## src/rtl/stream_mux_rr_pkg.sv

```systemverilog
// Shared constants for the registered round-robin stream multiplexer.
// Optional packet locking is enabled with the STREAM_MUX_PKT_LOCK_EN macro.
package stream_mux_rr_pkg;

    localparam logic MODE_FIXED = 1'b0;
    localparam logic MODE_RR    = 1'b1;

    localparam int unsigned N_CH_MIN = 2;
    localparam int unsigned N_CH_MAX = 16;

    // Next channel index after idx, wrapping at n
    function automatic int unsigned wrap_inc(input int unsigned idx, input int unsigned n);
        return (idx + 1 >= n) ? 0 : idx + 1;
    endfunction

endpackage

```

## src/rtl/stream_mux_rr_if.sv

```systemverilog
// Stream bundle between N_CH producers, the mux and one consumer.
// in_last/out_last exist only when STREAM_MUX_PKT_LOCK_EN is defined.
interface stream_mux_rr_if #(
    parameter int unsigned N_CH = 4,
    parameter int unsigned DW   = 8
);
    localparam int unsigned SELW = $clog2(N_CH);

    logic [N_CH-1:0]    in_valid;
    logic [N_CH*DW-1:0] in_data;
    logic [N_CH-1:0]    in_ready;
    logic               out_valid;
    logic [DW-1:0]      out_data;
    logic [SELW-1:0]    out_ch;
    logic               out_ready;
`ifdef STREAM_MUX_PKT_LOCK_EN
    logic [N_CH-1:0]    in_last;
    logic               out_last;
`endif

    // Producer/consumer side
    modport master (
        output in_valid, in_data, out_ready,
`ifdef STREAM_MUX_PKT_LOCK_EN
        output in_last,
        input  out_last,
`endif
        input  in_ready, out_valid, out_data, out_ch
    );

    // Mux side
    modport slave (
        input  in_valid, in_data, out_ready,
`ifdef STREAM_MUX_PKT_LOCK_EN
        input  in_last,
        output out_last,
`endif
        output in_ready, out_valid, out_data, out_ch
    );

endinterface

```

## src/rtl/stream_mux_rr_arbiter.sv

```systemverilog
// Combinational rotate-priority arbiter: first requester at or above ptr, wrapping.
module rr_arbiter #(
    parameter  int unsigned N_CH = 4,
    localparam int unsigned SELW = $clog2(N_CH)
) (
    input  logic [N_CH-1:0] req,
    input  logic [SELW-1:0] ptr,
    output logic [N_CH-1:0] gnt,
    output logic [SELW-1:0] gnt_idx,
    output logic            any
);

    // Walk channels starting at ptr; the first one requesting wins
    always_comb begin
        logic [SELW-1:0] idx;
        gnt     = '0;
        gnt_idx = '0;
        any     = 1'b0;
        idx     = '0;
        for (int unsigned k = 0; k < N_CH; k++) begin
            idx = SELW'((32'(ptr) + k) % N_CH);
            if (!any && req[idx]) begin
                any      = 1'b1;
                gnt[idx] = 1'b1;
                gnt_idx  = idx;
            end
        end
    end

endmodule

```

## src/rtl/stream_mux_rr.sv

```systemverilog
// N_CH-to-1 registered stream mux with fixed-select or round-robin grant.
// Define STREAM_MUX_PKT_LOCK_EN to hold the grant for a whole packet.
module stream_mux_rr
    import stream_mux_rr_pkg::*;
#(
    parameter  int unsigned N_CH = 4,
    parameter  int unsigned DW   = 8,
    localparam int unsigned SELW = $clog2(N_CH)
) (
    input  logic              clk,
    input  logic              rst_n,
    input  logic              mode,
    input  logic [SELW-1:0]   sel,
    stream_mux_rr_if.slave    s
);

    logic [SELW-1:0] rr_ptr;
    logic            load;
    logic            gnt_vld;
    logic [SELW-1:0] gnt_idx;
    logic [N_CH-1:0] gnt_oh;
    logic            xfer;
    logic [DW-1:0]   gnt_data;
    logic [N_CH-1:0] arb_gnt;
    logic [SELW-1:0] arb_idx;
    logic            arb_any;
    logic            ptr_adv;
    logic [SELW-1:0] ptr_next;

`ifdef STREAM_MUX_PKT_LOCK_EN
    logic            lock_q;
    logic [SELW-1:0] lock_ch_q;
    logic            gnt_last;
`endif

    rr_arbiter #(.N_CH(N_CH)) u_arb (
        .req     (s.in_valid),
        .ptr     (rr_ptr),
        .gnt     (arb_gnt),
        .gnt_idx (arb_idx),
        .any     (arb_any)
    );

    // Output stage accepts a new beat when empty or being drained
    assign load = !s.out_valid || s.out_ready;

    // Grant selection: packet lock overrides, else mode picks fixed or rotating
    always_comb begin
        gnt_vld = 1'b0;
        gnt_idx = '0;
        if (mode == MODE_RR) begin
            gnt_vld = arb_any;
            gnt_idx = arb_idx;
        end else begin
            for (int unsigned i = 0; i < N_CH; i++) begin
                if (SELW'(i) == sel && s.in_valid[i]) begin
                    gnt_vld = 1'b1;
                    gnt_idx = SELW'(i);
                end
            end
        end
`ifdef STREAM_MUX_PKT_LOCK_EN
        if (lock_q) begin
            gnt_vld = 1'b0;
            gnt_idx = lock_ch_q;
            for (int unsigned i = 0; i < N_CH; i++) begin
                if (SELW'(i) == lock_ch_q && s.in_valid[i]) begin
                    gnt_vld = 1'b1;
                end
            end
        end
`endif
    end

    // One-hot grant, granted data and per-channel ready
    always_comb begin
        gnt_oh   = '0;
        gnt_data = '0;
        for (int unsigned i = 0; i < N_CH; i++) begin
            if (SELW'(i) == gnt_idx) begin
                gnt_oh[i] = gnt_vld;
                gnt_data  = s.in_data[i*DW +: DW];
            end
        end
        s.in_ready = (rst_n && load) ? gnt_oh : '0;
    end

    assign xfer     = |(s.in_ready & s.in_valid);
    assign ptr_next = SELW'(wrap_inc(32'(gnt_idx), N_CH));

`ifdef STREAM_MUX_PKT_LOCK_EN
    // Last flag of the granted channel
    always_comb begin
        gnt_last = 1'b0;
        for (int unsigned i = 0; i < N_CH; i++) begin
            if (SELW'(i) == gnt_idx) gnt_last = s.in_last[i];
        end
    end
    assign ptr_adv = xfer && (mode == MODE_RR) && gnt_last;
`else
    assign ptr_adv = xfer && (mode == MODE_RR);
`endif

    // Output register, round-robin pointer and packet lock
    always_ff @(posedge clk) begin
        if (!rst_n) begin
            s.out_valid <= 1'b0;
            s.out_data  <= '0;
            s.out_ch    <= '0;
            rr_ptr      <= '0;
`ifdef STREAM_MUX_PKT_LOCK_EN
            s.out_last  <= 1'b0;
            lock_q      <= 1'b0;
            lock_ch_q   <= '0;
`endif
        end else begin
            if (load) begin
                if (xfer) begin
                    s.out_valid <= 1'b1;
                    s.out_data  <= gnt_data;
                    s.out_ch    <= gnt_idx;
`ifdef STREAM_MUX_PKT_LOCK_EN
                    s.out_last  <= gnt_last;
`endif
                end else begin
                    s.out_valid <= 1'b0;
                end
            end
            if (ptr_adv) rr_ptr <= ptr_next;
`ifdef STREAM_MUX_PKT_LOCK_EN
            if (xfer) begin
                lock_q    <= !gnt_last;
                lock_ch_q <= gnt_idx;
            end
`endif
        end
    end

endmodule
```

## src/flat_wrapper.sv

```systemverilog
// flat-port wrapper written by rule: the top's interface ports become plain ports
module stream_mux_rr_flat import stream_mux_rr_pkg::*;
#(
    parameter  int unsigned N_CH = 4,
    parameter  int unsigned DW   = 8,
    localparam int unsigned SELW = $clog2(N_CH)
)
  (clk, rst_n, mode, sel, s_in_valid, s_in_data, s_out_ready, s_in_ready, s_out_valid, s_out_data, s_out_ch);
  stream_mux_rr_if #(.N_CH(N_CH), .DW(DW)) s_i ();
  input  logic clk;
  input  logic rst_n;
  input  logic mode;
  input  logic [SELW-1:0] sel;
  input wire logic [$bits(s_i.in_valid)-1:0] s_in_valid;
  input wire logic [$bits(s_i.in_data)-1:0] s_in_data;
  input wire logic [$bits(s_i.out_ready)-1:0] s_out_ready;
  output wire logic [$bits(s_i.in_ready)-1:0] s_in_ready;
  output wire logic [$bits(s_i.out_valid)-1:0] s_out_valid;
  output wire logic [$bits(s_i.out_data)-1:0] s_out_data;
  output wire logic [$bits(s_i.out_ch)-1:0] s_out_ch;
  assign s_i.in_valid = s_in_valid;
  assign s_i.in_data = s_in_data;
  assign s_i.out_ready = s_out_ready;
  assign s_in_ready = s_i.in_ready;
  assign s_out_valid = s_i.out_valid;
  assign s_out_data = s_i.out_data;
  assign s_out_ch = s_i.out_ch;
  stream_mux_rr #(.N_CH(N_CH), .DW(DW)) u_core (.clk(clk), .rst_n(rst_n), .mode(mode), .sel(sel), .s(s_i));
endmodule
```

## config.mk

```make
export PLATFORM = sky130hd
export DESIGN_NAME = stream_mux_rr_flat
export DESIGN_NICKNAME = d
export VERILOG_FILES = /design/src/rtl/stream_mux_rr_pkg.sv /design/src/rtl/stream_mux_rr_if.sv /design/src/rtl/stream_mux_rr_arbiter.sv /design/src/rtl/stream_mux_rr.sv /design/src/flat_wrapper.sv
export SDC_FILE = /design/constraint.sdc
export NUM_CORES = 1
export LEC_CHECK = 0
export ABC_AREA = 0
export BUFFER_PORTS_ARGS = -buffer_cell sky130_fd_sc_hd__buf_2
export CAP_MARGIN = 20
export CORE_MARGIN = 3
export CORE_UTILIZATION = 40
export CTS_BUF_LIST = sky130_fd_sc_hd__clkbuf_4 sky130_fd_sc_hd__clkbuf_8 sky130_fd_sc_hd__clkbuf_16
export DETAILED_ROUTE_END_ITERATION = 7
export MAX_ROUTING_LAYER = met4
export PLACE_DENSITY = 0.81
export SETUP_SLACK_MARGIN = 0.1
export SLEW_MARGIN = 20
export SYNTH_ARGS = -nofsm -noshare
export SYNTH_HDL_FRONTEND = slang
export SYNTH_SLANG_ARGS = --single-unit
```

## constraint.sdc

```tcl
create_clock -name clk -period 3.3 [get_ports clk]
set_input_delay 0.165 -clock clk [delete_from_list [all_inputs] [get_ports clk]]
set_output_delay 0.165 -clock clk [all_outputs]
set_load 0.005 [all_outputs]
```

==> metrics <==
max_cap viols=0; Syn Nets=189; Final Setup Violations=0; Max VDD drop=between 0.2 and 0.3 mV; Root Buffer=clkbuf_4; worst-skew pair later-pin latency=between 0.2 and 0.3 ns; CP Data Arrival Time=roughly 2.9 ns; register area share after synthesis=between 20% and 30%; Die X=just under 60 um; register bit count reported by yosys=13; # fillers=260; core area=around 2500 um2; ys flop type=dfxtp_1; pre-CTS WS=roughly 0.58 ns; H-tree depth=1; Final period util=roughly 83%; final wirelength=around 2.9 mm; die area=3410 um2; Design Power=0.482 mW; Worst slew margin=61.6%; clock buffer count from CTS=3; Via Count=1176; FF+latch area=approximately 260 um2; pin count of the biggest net entering global routing=19; antenna cells=0; type of origin of the critical path=flop; Starting Density=between 40% and 50%; Residual DRC=0; CTS tree=built; CP cell instances=mux2i_1, nor2_1, nor4_1, nor2_1, ha_1, a22o_1, o211a_4, and2_4, a211oi_2; fmax=between 300 and 400 MHz; row cnt=18; Final Skew=0.000404 ns; WL per Instance=around 13 um; Critical Path Fanout Max=18; commonest non-fill, non-tap cell in the layout=buf_2; Worst Setup Slack, final=~0.56 ns; Max Slew Vio Count=0; DR pass1 iterations=4; TNS Setup=0 ns; Hold WC Path Type=input pin to flop; Antenna Nets Post-Route=0; Buf/Inv on CP=0; critical path type=flop to flop; total track usage=17.1%; first-pass GRT wire length=around 4.5 mm; layout cells sized above 1=roughly 40%; Boundary Pins=between 50 and 60; layout net count=between 200 and 250; clock slew at reported path FFs=0.07 ns; vias per inst=about 5.3; WP data required=3.49 ns; Synth async-reset ratio=0%; syn_area_per_cell=roughly 7.7 um2; area of the multi-input gates=around 730 um2; cts hold-fix bufs=0; IO Port Bufs=56; post-CTS setup buffer count=0; synthesized area=approximately 1100 um2; Leak Pwr=just under 0.7 nW; most frequent CP cell=nor2_1; outcome=finished, final reports clean; vias in the first global route=about 1000; Post-Synthesis Cells=approximately 140; CTS max path bufs=2; final hold violation count=0; Worst-Margin Slew=approximately 0.58 ns; post-CTS sizing=0; initial antenna violation count=0; Slowest cell on crit path=dfxtp_1; RSZ-0062 raised after global routing=no; total clock sinks=13; Routability Congestion=slightly above 0.9; EDFF count, synth=0; distinct cell type count after synthesis=32; yosys warns=0; DR iter-0 viols=between 60 and 70; Worst setup EP type=flop; design area=between 1000 and 1500 um2; min Tclk post-route=2.74 ns; Worst path top cell family by delay=compound AO/OA/AOI/OAI gates; P&R area growth vs syn=27.0%; height of the die=58.4 um; Post-DP Area=~1400 um2; grt ovf=0; post-detail-place hpwl=~2.3 mm; most frequent cells in the layout=56 x buf_2, 30 x a21oi_1, 13 x dfxtp_1; crit-path max cell delay=slightly above 0.4 ns; Power Dens Cells=about 350 nW/um2
-- final cells by class --
| class | instances | share of cell area (%) |
|---|---|---|
| clock buffers | 4 | 2.15 |
| inverters | 12 | 3.23 |
| multi-input cells | 106 | 52.2 |
| flip-flops and latches | 13 | 18.6 |
| well taps | 30 | 2.69 |
| repair buffers | 58 | 21.1 |
-- sequential cells by signal (all words and copies together) (netlist names) --
signal,flops
u_core.s.out_valid,1
u_core.s.out_data,8
u_core.s.out_ch,2
u_core.rr_ptr,2
-- final timing paths --
| kind | slack, ns | from | end | depth (start not counted) |
|---|---|---|---|---|
| worst max-delay path | 0.56 | u_core.rr_ptr[1] | u_core.s.out_ch[1] | 9 |
| worst min-delay path | 0.18 | rst_n | u_core.s.out_ch[0] | 2 |
| worst max register to register | 0.56 | u_core.rr_ptr[1] | u_core.s.out_ch[1] | 9 |
| worst min register to register | 0.55 | u_core.s.out_data[0] | u_core.s.out_data[0] | 2 |
-- logic make-up (layout without fill, tap and decap cells) --
logic type / after synthesis / count (layout) / synth area share, %
adder cells (fa/ha/maj): 4 / 4 / 4.55
flip-flops: 13 / 13 / 23.7
buffers and inverters: 24 / 74 / 10.1
AND/OR/NAND/NOR: 33 / 33 / 15.4
multiplexers: 4 / 4 / 3.75
AO/OA/AOI/OAI: 65 / 65 / 42.5
-- where the power goes --
group	internal, mW	leakage, nW	total (mW)	switching (mW)
registers	0.172	0.106	0.181	0.00873
clock network	0.0550	0.0184	0.101	0.0461
logic	0.0910	0.557	0.200	0.109
-- Yosys cell counts, types with 3 or more instances --
cell type	count	area (um2)
a21oi_1	30	150
dfxtp_1	13	260
inv_1	12	45.0
nand2_1	12	45.0
a211oi_2	9	113
a22oi_1	8	60.1
o21ai_0	8	40.0
clkbuf_1	5	18.8
and2_1	4	25.0
ha_1	4	50.1
nand2b_1	4	25.0
nor2_1	4	15.0
buf_2	3	15.0
mux2i_1	3	30.0
-- metrics by stage --
| stage | hold WS, ns | std cells | utilization, % |
|---|---|---|---|
| 6_report | 0.177 | 223 | 54.9 |
| 5_1_grt | 0.176 | 223 | 54.9 |
| 3_5_place_dp | 0.461 | 219 | 53.7 |
| 4_1_cts | 0.173 | 223 | 54.9 |
| 2_1_floorplan | 0.296 | 143 | - |
| 3_3_place_gp | 0.470 | 219 | 53.7 |
-- routing by layer --
layer	GRT usage, %	wire length, um
met4	6.95	20
met2	27.6	1410
met1	21.7	1280
met3	1.97	164
met5	-	0
No activity file was read; power rests on OpenSTA's default activity.
